**src/rtl/arith_arbiter_if.sv**
```systemverilog
// Request/response and shared-unit bus between arith_arbiter and its clients.
// Two requesters share the handshake; the ALU side carries operands and Z.
interface arith_arbiter_if;
    logic [1:0]  req_valid;
    logic [1:0]  req_ready;
    logic [1:0]  req_m0;
    logic [1:0]  req_m1;
    logic [7:0]  req_x0;
    logic [7:0]  req_x1;
    logic [7:0]  req_y0;
    logic [7:0]  req_y1;
    logic [1:0]  rsp_valid;
    logic [1:0]  rsp_ready;
    logic [15:0] rsp_z;
    logic        rsp_err;
    logic [1:0]  alu_m;
    logic [7:0]  alu_x;
    logic [7:0]  alu_y;
    logic [15:0] alu_z;

    modport master (
        output req_valid, req_m0, req_m1,
        output req_x0, req_x1, req_y0, req_y1,
        output rsp_ready, alu_z,
        input  req_ready, rsp_valid, rsp_z, rsp_err,
        input  alu_m, alu_x, alu_y
    );

    modport slave (
        input  req_valid, req_m0, req_m1,
        input  req_x0, req_x1, req_y0, req_y1,
        input  rsp_ready, alu_z,
        output req_ready, rsp_valid, rsp_z, rsp_err,
        output alu_m, alu_x, alu_y
    );
endinterface

```
**src/rtl/arith_arbiter.sv**
```systemverilog
// Round-robin arbiter sharing one combinational add/sub/mul unit between
// two requesters, with a configurable operand settle window.
module arith_arbiter #(
    parameter int unsigned LATENCY = 1
) (
    input logic            clk,
    input logic            rst,
    arith_arbiter_if.slave bus
);
    typedef enum logic [1:0] {IDLE, BUSY, RESP} state_t;

    state_t      state;
    logic        last_grant;
    logic        gnt_q;
    logic [3:0]  cnt;
    logic [1:0]  rsp_valid_q;
    logic [15:0] rsp_z_q;
    logic        rsp_err_q;
    logic [1:0]  alu_m_q;
    logic [7:0]  alu_x_q;
    logic [7:0]  alu_y_q;

    logic        gnt;
    logic        accept;
    logic [1:0]  ready_c;
    logic [1:0]  m_sel;
    logic [7:0]  x_sel;
    logic [7:0]  y_sel;

    // Under contention the requester not served last wins.
    always_comb begin
        gnt = bus.req_valid[1];
        if (bus.req_valid == 2'b11) gnt = ~last_grant;
        m_sel = gnt ? bus.req_m1 : bus.req_m0;
        x_sel = gnt ? bus.req_x1 : bus.req_x0;
        y_sel = gnt ? bus.req_y1 : bus.req_y0;
        accept = (state == IDLE) && !rst && (bus.req_valid != 2'b00);
        ready_c = 2'b00;
        if (accept) ready_c = gnt ? 2'b10 : 2'b01;
    end

    always_ff @(posedge clk) begin
        if (rst) begin
            state       <= IDLE;
            last_grant  <= 1'b1;
            gnt_q       <= 1'b0;
            cnt         <= 4'd0;
            rsp_valid_q <= 2'b00;
            rsp_z_q     <= 16'd0;
            rsp_err_q   <= 1'b0;
            alu_m_q     <= 2'd0;
            alu_x_q     <= 8'd0;
            alu_y_q     <= 8'd0;
        end else begin
            case (state)
                IDLE: begin
                    if (accept) begin
                        last_grant <= gnt;
                        gnt_q      <= gnt;
                        // Reserved op bypasses the unit entirely.
                        if (m_sel == 2'd3) begin
                            rsp_z_q     <= 16'd0;
                            rsp_err_q   <= 1'b1;
                            rsp_valid_q <= gnt ? 2'b10 : 2'b01;
                            state       <= RESP;
                        end else begin
                            alu_m_q <= m_sel;
                            alu_x_q <= x_sel;
                            alu_y_q <= y_sel;
                            cnt     <= 4'(LATENCY - 1);
                            state   <= BUSY;
                        end
                    end
                end
                BUSY: begin
                    if (cnt == 4'd0) begin
                        rsp_z_q     <= bus.alu_z;
                        rsp_err_q   <= 1'b0;
                        rsp_valid_q <= gnt_q ? 2'b10 : 2'b01;
                        state       <= RESP;
                    end else begin
                        cnt <= cnt - 4'd1;
                    end
                end
                RESP: begin
                    if (bus.rsp_ready[gnt_q]) begin
                        rsp_valid_q <= 2'b00;
                        state       <= IDLE;
                    end
                end
                default: state <= IDLE;
            endcase
        end
    end

    assign bus.req_ready = ready_c;
    assign bus.rsp_valid = rsp_valid_q;
    assign bus.rsp_z     = rsp_z_q;
    assign bus.rsp_err   = rsp_err_q;
    assign bus.alu_m     = alu_m_q;
    assign bus.alu_x     = alu_x_q;
    assign bus.alu_y     = alu_y_q;
endmodule

```
**src/flat_wrapper.sv**
```systemverilog
// flat-port wrapper written by rule: the top's interface ports become plain ports
module arith_arbiter_flat 
#(
    parameter int unsigned LATENCY = 1
)
  (clk, rst, bus_req_valid, bus_req_m0, bus_req_m1, bus_req_x0, bus_req_x1, bus_req_y0, bus_req_y1, bus_rsp_ready, bus_alu_z, bus_req_ready, bus_rsp_valid, bus_rsp_z, bus_rsp_err, bus_alu_m, bus_alu_x, bus_alu_y);
  arith_arbiter_if bus_i ();
  input logic clk;
  input logic rst;
  input wire logic [$bits(bus_i.req_valid)-1:0] bus_req_valid;
  input wire logic [$bits(bus_i.req_m0)-1:0] bus_req_m0;
  input wire logic [$bits(bus_i.req_m1)-1:0] bus_req_m1;
  input wire logic [$bits(bus_i.req_x0)-1:0] bus_req_x0;
  input wire logic [$bits(bus_i.req_x1)-1:0] bus_req_x1;
  input wire logic [$bits(bus_i.req_y0)-1:0] bus_req_y0;
  input wire logic [$bits(bus_i.req_y1)-1:0] bus_req_y1;
  input wire logic [$bits(bus_i.rsp_ready)-1:0] bus_rsp_ready;
  input wire logic [$bits(bus_i.alu_z)-1:0] bus_alu_z;
  output wire logic [$bits(bus_i.req_ready)-1:0] bus_req_ready;
  output wire logic [$bits(bus_i.rsp_valid)-1:0] bus_rsp_valid;
  output wire logic [$bits(bus_i.rsp_z)-1:0] bus_rsp_z;
  output wire logic [$bits(bus_i.rsp_err)-1:0] bus_rsp_err;
  output wire logic [$bits(bus_i.alu_m)-1:0] bus_alu_m;
  output wire logic [$bits(bus_i.alu_x)-1:0] bus_alu_x;
  output wire logic [$bits(bus_i.alu_y)-1:0] bus_alu_y;
  assign bus_i.req_valid = bus_req_valid;
  assign bus_i.req_m0 = bus_req_m0;
  assign bus_i.req_m1 = bus_req_m1;
  assign bus_i.req_x0 = bus_req_x0;
  assign bus_i.req_x1 = bus_req_x1;
  assign bus_i.req_y0 = bus_req_y0;
  assign bus_i.req_y1 = bus_req_y1;
  assign bus_i.rsp_ready = bus_rsp_ready;
  assign bus_i.alu_z = bus_alu_z;
  assign bus_req_ready = bus_i.req_ready;
  assign bus_rsp_valid = bus_i.rsp_valid;
  assign bus_rsp_z = bus_i.rsp_z;
  assign bus_rsp_err = bus_i.rsp_err;
  assign bus_alu_m = bus_i.alu_m;
  assign bus_alu_x = bus_i.alu_x;
  assign bus_alu_y = bus_i.alu_y;
  arith_arbiter #(.LATENCY(LATENCY)) u_core (.clk(clk), .rst(rst), .bus(bus_i));
endmodule
```
**config.mk**
```make
export PLATFORM = sky130hd
export DESIGN_NAME = arith_arbiter_flat
export DESIGN_NICKNAME = d
export VERILOG_FILES = /design/src/rtl/arith_arbiter_if.sv /design/src/rtl/arith_arbiter.sv /design/src/flat_wrapper.sv
export SDC_FILE = /design/constraint.sdc
export NUM_CORES = 1
export LEC_CHECK = 0
export ABC_AREA = 1
export CORE_AREA = 2 2 75 77
export CTS_BUF_LIST = sky130_fd_sc_hd__clkbuf_16
export DETAILED_ROUTE_END_ITERATION = 8
export DIE_AREA = 0 0 77 79
export PLACE_DENSITY = 0.86
export SLEW_MARGIN = 30
export SYNTH_ARGS = -nofsm -noshare
export SYNTH_HDL_FRONTEND = slang
export SYNTH_SLANG_ARGS = --single-unit
```
**constraint.sdc**
```tcl
create_clock -name clk -period 3.95 [get_ports clk]
set_input_delay 0.5925 -clock clk [delete_from_list [all_inputs] [get_ports clk]]
set_output_delay 0.5925 -clock clk [all_outputs]
set_load 0.02 [all_outputs]
```
**After elaboration in Yosys (flattened, before gate mapping)**

Index checks and enable logic that the tools add are counted.
W data, S select, Z words.

- Add/sub/neg operators: 1
- Magnitude comparators: 1
- Eq/ne operators: 10
- Bitwise operators: 2
- Muxes and demuxes: 30
- Reduce and logical (&&, ||, !) cells: 14

Operators with widths:

| kind | count |
|---|---|
| $mux W16 | 3 |
| $pmux W16 S2 | 1 |
| $mux W2 | 11 |
| $mux W8 | 2 |
| $mux W4 | 3 |
| $pmux W2 S3 | 2 |
| $pmux W4 S2 | 1 |
| $reduce_and A4 Y1 | 2 |
| $eq A2 B2 Y1 const B | 3 |
| $mux W1 | 6 |
| $ne A2 B1 Y1 const B | 3 |
| $ne A2 B2 Y1 const B | 3 |
| $reduce_and A3 Y1 | 2 |
| $reduce_and A5 Y1 | 1 |
| $logic_not A4 Y1 | 1 |
| $reduce_bool A2 Y1 | 2 |
| $sub A4 B1 Y4 const B | 1 |
| $reduce_bool A3 Y1 | 1 |
| $eq A2 B1 Y1 const B | 1 |
| $logic_and A1 B1 Y1 | 2 |
| $logic_not A2 Y1 | 1 |
| $lt A1 B2 Y1 const B | 1 |
| $not A1 Y1 | 2 |
| $pmux W1 S2 | 1 |
| other kinds (2) | 2 |

- Word-level logic and storage cells: 68
- Input port bits: 58
- Output and inout port bits: 39
- Bits in registers: 45

**Logic depth before layout (Yosys ltp)**

Gate-level depths: netlist of run 1.

- Word-level depth: 7
- Depth in mapped cells: 12
- Gate-level depth less buffers: 12

**Least setup slack after synthesis of run 1**

OpenSTA, ideal clock, no wires.

- Kind: input to output
- From: in bus_req_valid[0]
- To: out bus_req_ready[0]
- Arrival: 1489 ps
- Required time: 3357 ps
- Path slack: 1868 ps
- Cell stages on the path: 6
- Buffers on the path: 2
- Cells stage by stage: nand2_1 > nand2_2 > buf_2 > inv_2 > buf_4 > nor2_1

- Cells in the longest elaborated chain, start to end: 4
- Elaborated cells between the ends (all ways): 6
- Classes of those cells: eq/ne: 1; mux: 3; reduce/logical: 2

Ends and longest elaborated chain:

| element | RTL line | text |
|---|---|---|
| start, declared | flat_wrapper.sv:10 | `input wire logic [$bits(bus_i.req_valid)-1:0] bus_req_valid;` |
| $eq A2 B2 Y1 | arith_arbiter.sv:33 | `if (bus.req_valid == 2'b11) gnt = ~last_grant;` |
| $mux W1 | arith_arbiter.sv:33 |  |
| $mux W2 | arith_arbiter.sv:39 | `if (accept) ready_c = gnt ? 2'b10 : 2'b01;` |
| $mux W2 (*) | arith_arbiter.sv:39 |  |
| end, declared | flat_wrapper.sv:19 | `output wire logic [$bits(bus_i.req_ready)-1:0] bus_req_ready;` |

Every way passes the cells marked *; elsewhere a longest branch is shown, timed or not.

**Worst setup path in the final report of run 1**

Ends and elaborated chain as after synthesis.

==> impl_results.html, run 1 <==
<table>
<tr><th>Metric</th><th>Value</th></tr>
<tr><th colspan="2">Setup path</th></tr>
<tr><td>Highest cell delay on the worst timing path</td><td>620 ps</td></tr>
<tr><td>Reg-to-reg critical path endpoint</td><td>u_core.bus.rsp_z[12]</td></tr>
<tr><td>Critical Path Fanout Max</td><td>21</td></tr>
<tr><td>Kind of critical path</td><td>in2out</td></tr>
<tr><td>Beginning of the worst register-to-register path</td><td>u_core.state[1]</td></tr>
<tr><td>Critical path required time</td><td>3360 ps</td></tr>
<tr><td>Cells along the critical path</td><td>clkdlybuf4s50_1 -&gt; nand2_1 -&gt; nand2_2 -&gt; inv_2 -&gt; nor2_1 -&gt; clkdlybuf4s50_1</td></tr>
<tr><td>Depth of the most critical reg-to-reg path</td><td>8</td></tr>
<tr><td>Register-to-Register Setup Slack</td><td>1820 ps</td></tr>
<tr><td>Most frequent cell on the critical path</td><td>clkdlybuf4s50_1</td></tr>
<tr><td>Capturing element type of the critical path</td><td>output port</td></tr>
<tr><td>Arrival @ worst endpoint</td><td>2290 ps</td></tr>
<tr><td>Sort of element at the start of the critical path</td><td>primary input</td></tr>
<tr><td>Critical-path cell with the highest stage delay</td><td>clkdlybuf4s50_1</td></tr>
<tr><th colspan="2">Power</th></tr>
<tr><td>Power density of the placed cells</td><td>547 mW/mm^2</td></tr>
<tr><td>Internal power contribution</td><td>0.00113 W</td></tr>
<tr><td>Switching Share</td><td>0.399</td></tr>
<tr><td>Leakage power total</td><td>1.51 nW</td></tr>
<tr><td>Total power</td><td>0.00188 W</td></tr>
<tr><td>Seq pwr share</td><td>0.320</td></tr>
<tr><td>Total net switching power</td><td>0.000753 W</td></tr>
<tr><td>Proportion of power drawn by the clock network</td><td>0.207</td></tr>
<tr><td>Largest vdd supply drop</td><td>0.000247 V</td></tr>
<tr><td>Logic gate share of total power</td><td>0.473</td></tr>
<tr><th colspan="2">GRT</th></tr>
<tr><td>All-Layer GR Usage</td><td>0.198</td></tr>
<tr><td>Antenna violations before repair</td><td>0</td></tr>
<tr><td>Total congestion overflow</td><td>0</td></tr>
<tr><td>Vias in the first global route</td><td>2,341</td></tr>
<tr><td>Maximum number of pins on one net before global-route repair</td><td>41</td></tr>
<tr><td>Wire length of the first global-routing pass</td><td>9880 microns</td></tr>
<tr><th colspan="2">Timing</th></tr>
<tr><td>Slew Limit Headroom</td><td>0.458</td></tr>
<tr><td>Pin slew with the least headroom to its limit</td><td>813 ps</td></tr>
<tr><td>Unrepaired setup endpoints after global routing</td><td>no</td></tr>
<tr><td>Final TNS setup</td><td>0 ps</td></tr>
<tr><td>Final cycle utilization of the critical path</td><td>0.729</td></tr>
<tr><td>Pins over their slew limit</td><td>0</td></tr>
<tr><td>Time the worst path needs with I/O delays and setup</td><td>2880 ps</td></tr>
<tr><td>Timing-limited maximum frequency</td><td>347 MHz</td></tr>
<tr><td>Number of setup violations in the final report</td><td>0</td></tr>
<tr><td>Clk_skew</td><td>3.87 ps</td></tr>
<tr><td>Fin. Hold Viols</td><td>0</td></tr>
<tr><th colspan="2">Clocking</th></tr>
<tr><td>CTS tree</td><td>done</td></tr>
<tr><td>CTS Root Cell</td><td>clkbuf_16</td></tr>
<tr><td># H-tree levels</td><td>2</td></tr>
<tr><td>Quantity of gates resized following cts</td><td>0</td></tr>
<tr><td>Number of buffers added by the clock tree synthesis step</td><td>5</td></tr>
<tr><td>Later-pin clock latency in the skew report</td><td>280 ps</td></tr>
<tr><td>CTS sink count</td><td>45</td></tr>
<tr><td>Hold buffer count at CTS</td><td>0</td></tr>
<tr><td>Clock transition at the register clock pins on the worst setup and hold paths after CTS</td><td>60 ps</td></tr>
<tr><td>Worst-case clock buffer depth</td><td>2</td></tr>
<tr><td>Buffers inserted during post-CTS setup optimization</td><td>0</td></tr>
<tr><th colspan="2">Placement</th></tr>
<tr><td>DPL Wire Length</td><td>4520 microns</td></tr>
<tr><td>Routability cong.</td><td>0.785</td></tr>
<tr><td>Count of port buffers added during placement</td><td>96</td></tr>
<tr><th colspan="2">Yosys</th></tr>
<tr><td>FF+latch count, synth</td><td>45</td></tr>
<tr><td>Area of the mapped netlist</td><td>0.00236 sq mm</td></tr>
<tr><td>Register area share after synthesis</td><td>0.382</td></tr>
<tr><td>Mapped Cells</td><td>356</td></tr>
<tr><td>Most frequently used flop master after synthesis</td><td>dfxtp_1</td></tr>
<tr><td>Post-synth EDFFs</td><td>0</td></tr>
<tr><td>Synth Warn #</td><td>0</td></tr>
<tr><td>Async S/R FF share, synth</td><td>0</td></tr>
<tr><td>Syn_nets</td><td>419</td></tr>
<tr><td>Mean cell area of the mapped netlist</td><td>6.62 sq um</td></tr>
<tr><td>Area share of the leading cell type in the synthesized netlist</td><td>0.382</td></tr>
<tr><td>Cell taking the most area after synthesis</td><td>dfxtp_1</td></tr>
<tr><td>Leading post-synthesis cells by cell area</td><td>dfxtp_1, nand2_1, nand3_1</td></tr>
<tr><td>Unique masters post-synth</td><td>23</td></tr>
<tr><th colspan="2">Floorplanning</th></tr>
<tr><td>Placement row count</td><td>27</td></tr>
<tr><td>Number of top-level pins</td><td>97</td></tr>
<tr><td>Overall die width</td><td>77 microns</td></tr>
<tr><td>Initial Util</td><td>0.442</td></tr>
<tr><td>Core region area</td><td>0.00534 sq mm</td></tr>
<tr><td>Die Ht</td><td>79 microns</td></tr>
<tr><td>Die area</td><td>0.00608 sq mm</td></tr>
<tr><th colspan="2">Min path</th></tr>
<tr><td>Hold Crit Start</td><td>u_core.bus.alu_x[7]</td></tr>
<tr><td>Worst hold path class</td><td>reg2reg</td></tr>
<tr><td>Worst Hold End</td><td>u_core.bus.alu_x[7]</td></tr>
<tr><td>Number of stages on the worst hold path</td><td>2</td></tr>
<tr><th colspan="2">Routing</th></tr>
<tr><td>Drt via density</td><td>4.79</td></tr>
<tr><td>Final routed DRC violation total</td><td>0</td></tr>
<tr><td>Via count</td><td>2,479</td></tr>
<tr><td>Number of DRC violations after detailed-routing iteration 0</td><td>88</td></tr>
<tr><td>Drt total wl</td><td>6050 microns</td></tr>
<tr><td>Length of the first detailed-routing pass in iterations</td><td>4</td></tr>
<tr><td>Final routed wire length divided by cell count</td><td>11.7 microns</td></tr>
<tr><td>Remaining antenna violation count</td><td>0</td></tr>
<tr><th colspan="2">Final layout</th></tr>
<tr><td>Synth-to-Final Area Change</td><td>46.2%</td></tr>
<tr><td>Fraction of final layout cells with drive strength greater than 1</td><td>0.0583</td></tr>
<tr><td>Post-layout nets</td><td>508</td></tr>
<tr><td>Count of inserted antenna diode cells</td><td>0</td></tr>
<tr><td>Number of filler cells placed in the layout</td><td>491</td></tr>
<tr><th colspan="2">Run status</th></tr>
<tr><td>Run status</td><td>complete, no violations</td></tr>
<tr><th colspan="2">Job</th></tr>
<tr><td>Maxcap violations</td><td>0</td></tr>
</table>
-- layout make-up --
| class | instances | area (sq um) | area share |
|---|---|---|---|
| Timing Repair Buffer | 98 | 976 | 0.283 |
| Clock inverter | 3 | 12.5 | 0.00363 |
| Sequential cell | 45 | 901 | 0.261 |
| Inverter | 39 | 151 | 0.0439 |
| Clock buffer | 5 | 125 | 0.0363 |
| Tap cell | 72 | 90.1 | 0.0261 |
| Multi-Input combinational cell | 256 | 1190 | 0.345 |
-- per-stage QoR --
| step | setup slack (ps) | cell area, sq um | hold WS, ps | std cells | utilization |
|---|---|---|---|---|---|
| final | 1070 | 3450 | 460 | 518 | 0.646 |
| after detailed placement | 1070 | 3310 | 453 | 510 | 0.620 |
| after global routing | 955 | 3450 | 480 | 518 | 0.646 |
| after global placement | 1090 | 3310 | 445 | 510 | 0.620 |
| after CTS | 1070 | 3450 | 460 | 518 | 0.646 |
| after floorplan | 1870 | 2360 | 433 | 356 | - |
-- worst max-delay path by stage --
stage / from / endpoint / slack, ps / cells after the start
after floorplan: bus_req_valid[0] / bus_req_ready[0] / 1870 / 6
final: bus_req_valid[0] / bus_req_ready[0] / 1070 / 6
after global placement: bus_req_valid[0] / bus_req_ready[0] / 1090 / 6
after CTS: bus_req_valid[0] / bus_req_ready[0] / 1070 / 6
after detailed placement: bus_req_valid[0] / bus_req_ready[0] / 1070 / 6
after global routing: bus_req_valid[0] / bus_req_ready[0] / 950 / 6
-- Yosys cell counts (4+ instances only) --
library cell and count:
nand3_1 45, o21ai_0 6, buf_2 5, inv_1 34
inv_2 4, nor2_1 19, nand2_4 5, a21oi_1 34
ha_1 5, nand2_1 129, clkbuf_1 4, dfxtp_1 45
buf_6 4, nand2_2 6
-- layout by cell type (no fill, tap or decap), types with 4 or more instances in the layout --
master and n:
inv_1 34, nand3_1 45, nand2_4 5, nand2_1 129, a21oi_1 34, inv_2 4
clkdlybuf4s50_1 96, clkbuf_16 5, dfxtp_1 45, nor2_1 19, ha_1 5, o21ai_0 6
nand2_2 6
-- flip-flops by register name, summed over array words and instances (netlist names) --
register and flops:
u_core.last_grant 1, u_core.bus.alu_m 2, u_core.bus.alu_y 8, u_core.bus.rsp_err 1, u_core.state 2, u_core.cnt 4, u_core.gnt_q 1, u_core.bus.rsp_z 16
u_core.bus.alu_x 8, u_core.bus.rsp_valid 2
-- layer usage --
metal | track usage | share of wire | up-vias
met5 | 0 | 0 | -
met4 | 0.0518 | 0.0081 | 0
met3 | 0.0636 | 0.077 | 6
met2 | 0.369 | 0.49 | 91
met1 | 0.216 | 0.42 | 1090
li1 | - | - | 1292
-- critical path: cells and delay by family --
kind                   cells  cell delay (ps)
buffers and inverters      3             1150
and+or+nand+nor            3              540
-- power by group through the flow --
stage	Combinational [W]	Clock, W	Sequential, W
after floorplan	0.000560	0	0.000688
final	0.000892	0.000390	0.000603
after CTS	0.000897	0.000398	0.000602
after global routing	0.000988	0.000415	0.000616
after global placement	0.000870	0	0.000610
after detailed placement	0.000888	0	0.000612
-- kinds of logic (layout without fill, tap and decap cells) --
group                    count (synthesis)  after routing  share of synthesized area
AO/OA/AOI/OAI                           42             42                     0.0913
XOR/XNOR                                 1              1                    0.00372
adder cells (fa/ha/maj)                  5              5                     0.0265
buffers and inverters                   55            145                      0.113
flip-flops                              45             45                      0.382
AND/OR/NAND/NOR                        208            208                      0.383
Power figures use the tool's default switching activity.
==> run 2, diff against run 1 <==
- CORE_AREA: 2 2 75 77 -> 2 2 78 80
- DIE_AREA: 0 0 77 79 -> 0 0 80 82
- PLACE_DENSITY: 0.86 -> 0.81
- clock period: 3.95 -> 2.8 ns (I/O delays scaled with it)
==> run 2 against run 1 <==
Effect of this change: combinational power rose by 41%; die area rose by 7.8%; flip-flop and latch count did not move; final cell count rose by 0.97%; wire length fell by 1.1%; worst setup slack got worse by 790 ps; critical endpoint is now bus_req_ready[1]; largest power group unchanged; highest routed layer unchanged.
==> impl_results.html, run 2 (synthesis results as in run 1) <==
<table>
<tr><th>Metric</th><th>Value</th></tr>
<tr><th colspan="2">GRT</th></tr>
<tr><td>Total congestion overflow</td><td>0 (unchanged)</td></tr>
<tr><td>Maximum number of pins on one net before global-route repair</td><td>41 (unchanged)</td></tr>
<tr><td>Antenna violations before repair</td><td>0 (unchanged)</td></tr>
<tr><td>All-Layer GR Usage</td><td>0.185 (was 0.198)</td></tr>
<tr><td>Wire length of the first global-routing pass</td><td>9740 microns (was 9880 microns)</td></tr>
<tr><td>Vias in the first global route</td><td>2,332 (was 2,341)</td></tr>
<tr><th colspan="2">Floorplanning</th></tr>
<tr><td>Overall die width</td><td>80 microns (was 77 microns)</td></tr>
<tr><td>Initial Util</td><td>0.410 (was 0.442)</td></tr>
<tr><td>Die Ht</td><td>82 microns (was 79 microns)</td></tr>
<tr><td>Number of top-level pins</td><td>97 (unchanged)</td></tr>
<tr><td>Core region area</td><td>0.00575 sq mm (was 0.00534 sq mm)</td></tr>
<tr><td>Placement row count</td><td>28 (was 27)</td></tr>
<tr><td>Die area</td><td>0.00656 sq mm (was 0.00608 sq mm)</td></tr>
<tr><th colspan="2">Timing</th></tr>
<tr><td>Pins over their slew limit</td><td>0 (unchanged)</td></tr>
<tr><td>Slew Limit Headroom</td><td>0.723 (was 0.458)</td></tr>
<tr><td>Timing-limited maximum frequency</td><td>396 MHz</td></tr>
<tr><td>Final TNS setup</td><td>0 ps (unchanged)</td></tr>
<tr><td>Fin. Hold Viols</td><td>0 (unchanged)</td></tr>
<tr><td>Pin slew with the least headroom to its limit</td><td>415 ps (was 813 ps)</td></tr>
<tr><td>Clk_skew</td><td>4.01 ps (was 3.87 ps)</td></tr>
<tr><td>Final cycle utilization of the critical path</td><td>0.902</td></tr>
<tr><td>Time the worst path needs with I/O delays and setup</td><td>2530 ps</td></tr>
<tr><td>Unrepaired setup endpoints after global routing</td><td>no (unchanged)</td></tr>
<tr><td>Number of setup violations in the final report</td><td>0 (unchanged)</td></tr>
<tr><th colspan="2">Setup path</th></tr>
<tr><td>Cells along the critical path</td><td>inv_1 -&gt; ha_1 -&gt; inv_2 -&gt; nor2_4 -&gt; nand2_4 -&gt; nor2_1 -&gt; clkdlybuf4s50_1 (was clkdlybuf4s50_1 -&gt; nand2_1 -&gt; nand2_2 -&gt; inv_2 -&gt; nor2_1 -&gt; clkdlybuf4s50_1)</td></tr>
<tr><td>Sort of element at the start of the critical path</td><td>flop (was primary input)</td></tr>
<tr><td>Register-to-Register Setup Slack</td><td>880 ps (was 1820 ps)</td></tr>
<tr><td>Critical path required time</td><td>2380 ps (was 3360 ps)</td></tr>
<tr><td>Number of buffer and inverter stages on the critical path</td><td>3 (unchanged)</td></tr>
<tr><td>Reg-to-reg critical path endpoint</td><td>u_core.bus.alu_x[0] (was u_core.bus.rsp_z[12])</td></tr>
<tr><td>Arrival @ worst endpoint</td><td>2110 ps (was 2290 ps)</td></tr>
<tr><td>Capturing element type of the critical path</td><td>output port (unchanged)</td></tr>
<tr><td>Kind of critical path</td><td>reg2out (was in2out)</td></tr>
<tr><td>Depth of the most critical reg-to-reg path</td><td>9 (was 8)</td></tr>
<tr><td>Kind of cell adding the most delay to the critical path</td><td>buffers and inverters (unchanged)</td></tr>
<tr><td>Critical-path cell with the highest stage delay</td><td>clkdlybuf4s50_1 (unchanged)</td></tr>
<tr><td>Critical Path Fanout Max</td><td>5 (was 21)</td></tr>
<tr><td>Highest cell delay on the worst timing path</td><td>640 ps (was 620 ps)</td></tr>
<tr><td>Beginning of the worst register-to-register path</td><td>u_core.state[0] (was u_core.state[1])</td></tr>
<tr><th colspan="2">Placement</th></tr>
<tr><td>Cell area reported after detailed placement</td><td>0.00333 sq mm (was 0.00331 sq mm)</td></tr>
<tr><td>DPL Wire Length</td><td>4350 microns (was 4520 microns)</td></tr>
<tr><td>Routability cong.</td><td>0.778 (was 0.785)</td></tr>
<tr><td>Count of port buffers added during placement</td><td>96 (unchanged)</td></tr>
<tr><th colspan="2">Final layout</th></tr>
<tr><td>Fraction of final layout cells with drive strength greater than 1</td><td>0.0647 (was 0.0583)</td></tr>
<tr><td>Count of inserted antenna diode cells</td><td>0 (unchanged)</td></tr>
<tr><td>Final standard cell area without fillers</td><td>0.00349 sq mm (was 0.00345 sq mm)</td></tr>
<tr><td>Number of filler cells placed in the layout</td><td>558 (was 491)</td></tr>
<tr><td>Post-layout nets</td><td>510 (was 508)</td></tr>
<tr><td>Synth-to-Final Area Change</td><td>48.2% (was 46.2%)</td></tr>
<tr><td>Most common library cell in the layout ignoring fill and taps</td><td>nand2_1 (unchanged)</td></tr>
<tr><td>Flip-flop count of the largest register after layout</td><td>16 (unchanged)</td></tr>
<tr><td>Commonest cells after routing, fill and taps aside</td><td>nand2_1, clkdlybuf4s50_1, nand3_1, dfxtp_1 (unchanged)</td></tr>
<tr><th colspan="2">Routing</th></tr>
<tr><td>Drt total wl</td><td>5980 microns (was 6050 microns)</td></tr>
<tr><td>Length of the first detailed-routing pass in iterations</td><td>4 (unchanged)</td></tr>
<tr><td>Final routed DRC violation total</td><td>0 (unchanged)</td></tr>
<tr><td>Remaining antenna violation count</td><td>0 (unchanged)</td></tr>
<tr><td>Via count</td><td>2,488 (was 2,479)</td></tr>
<tr><td>Drt via density</td><td>4.76 (was 4.79)</td></tr>
<tr><td>Final routed wire length divided by cell count</td><td>11.4 microns (was 11.7 microns)</td></tr>
<tr><td>Number of DRC violations after detailed-routing iteration 0</td><td>93 (was 88)</td></tr>
<tr><th colspan="2">Clocking</th></tr>
<tr><td>Quantity of gates resized following cts</td><td>0 (unchanged)</td></tr>
<tr><td>Clock transition at the register clock pins on the worst setup and hold paths after CTS</td><td>60 ps (about the same)</td></tr>
<tr><td># H-tree levels</td><td>2 (unchanged)</td></tr>
<tr><td>CTS sink count</td><td>45 (unchanged)</td></tr>
<tr><td>CTS Root Cell</td><td>clkbuf_16 (unchanged)</td></tr>
<tr><td>Buffers inserted during post-CTS setup optimization</td><td>0 (unchanged)</td></tr>
<tr><td>Later-pin clock latency in the skew report</td><td>280 ps (about the same)</td></tr>
<tr><td>CTS tree</td><td>done (unchanged)</td></tr>
<tr><td>Hold buffer count at CTS</td><td>0 (unchanged)</td></tr>
<tr><td>Number of buffers added by the clock tree synthesis step</td><td>5 (unchanged)</td></tr>
<tr><td>Worst-case clock buffer depth</td><td>2 (unchanged)</td></tr>
<tr><th colspan="2">Min path</th></tr>
<tr><td>Number of stages on the worst hold path</td><td>2 (unchanged)</td></tr>
<tr><td>Worst Hold End</td><td>u_core.bus.rsp_z[8] (was u_core.bus.alu_x[7])</td></tr>
<tr><td>Worst hold path class</td><td>reg2reg (unchanged)</td></tr>
<tr><td>Hold Crit Start</td><td>u_core.bus.rsp_z[8] (was u_core.bus.alu_x[7])</td></tr>
<tr><th colspan="2">Job</th></tr>
<tr><td>Maxcap violations</td><td>0 (unchanged)</td></tr>
<tr><th colspan="2">Power</th></tr>
<tr><td>Largest vdd supply drop</td><td>0.000363 V (was 0.000247 V)</td></tr>
<tr><td>Leakage power total</td><td>1.53 nW (was 1.51 nW)</td></tr>
<tr><td>Power density of the placed cells</td><td>793 mW/mm^2 (was 547 mW/mm^2)</td></tr>
<tr><th colspan="2">Run status</th></tr>
<tr><td>Run status</td><td>complete, no violations (unchanged)</td></tr>
</table>
-- run 2: changes by cell type in the layout (fill, tap and decap cells not counted), sizes merged --
cell / before / now
buf: 2 / 4
bufinv: 0 / 1
clkinv: 4 / 2
clkinvlp: 0 / 1
-- run 2: layer usage --
layer  up-vias  global-route usage  part of all wire
met3         8              0.0582             0.092
met4         0              0.0593             0.014
met5         -                   0                 0
met1      1088               0.201              0.43
met2        93               0.343              0.47
li1       1299                   -                 -
-- run 2: how the worst max path moves through the flow --
stage                startpoint             endpoint  slack (ps)  cells after the start
2_1_floorplan  bus_req_valid[0]     bus_req_ready[0]        1060                      6
3_3_place_gp   bus_req_valid[0]     bus_req_ready[0]         410                      6
3_5_place_dp   bus_req_valid[0]  u_core.bus.rsp_z[6]         350                     11
4_1_cts         u_core.state[0]     bus_req_ready[1]         270                      7
5_1_grt         u_core.state[0]     bus_req_ready[1]         180                      7
6_report        u_core.state[0]     bus_req_ready[1]         270                      7
-- run 2: layout make-up --
cell class              count  area, sq um  area share
inverters                  39          151      0.0433
clock buffers               5          125      0.0358
clock inverters             3         41.3      0.0118
well taps                  75         93.8      0.0269
multi-input cells         256         1190       0.341
repair buffers            100          991       0.284
flip-flops and latches     45          901       0.258
-- run 2: metrics by stage --
stage	util	total power, W	instances	hold WS (ps)	setup WS, ps
CTS	0.608	0.00280	523	461	268
floorplan	-	0.00176	356	433	1060
finish	0.608	0.00277	523	458	275
global route	0.608	0.00298	523	475	184
detailed placement	0.579	0.00213	515	454	348
global placement	0.579	0.00210	515	447	406
-- run 2: power breakdown --
group	switching (W)	total, W	internal, W	leakage, nW
Combinational	0.000756	0.00126	0.000508	1.09
Clock	0.000239	0.000657	0.000417	0.0775
Sequential	0.0000776	0.000851	0.000774	0.367
-- run 2: tightest hold or removal path: cells and delay by family, from the launching register on --
kind | cells | cell delay [ps]
flip-flops | 1 | 310
AND/OR/NAND/NOR | 1 | 60
AO/OA/AOI/OAI | 1 | 50
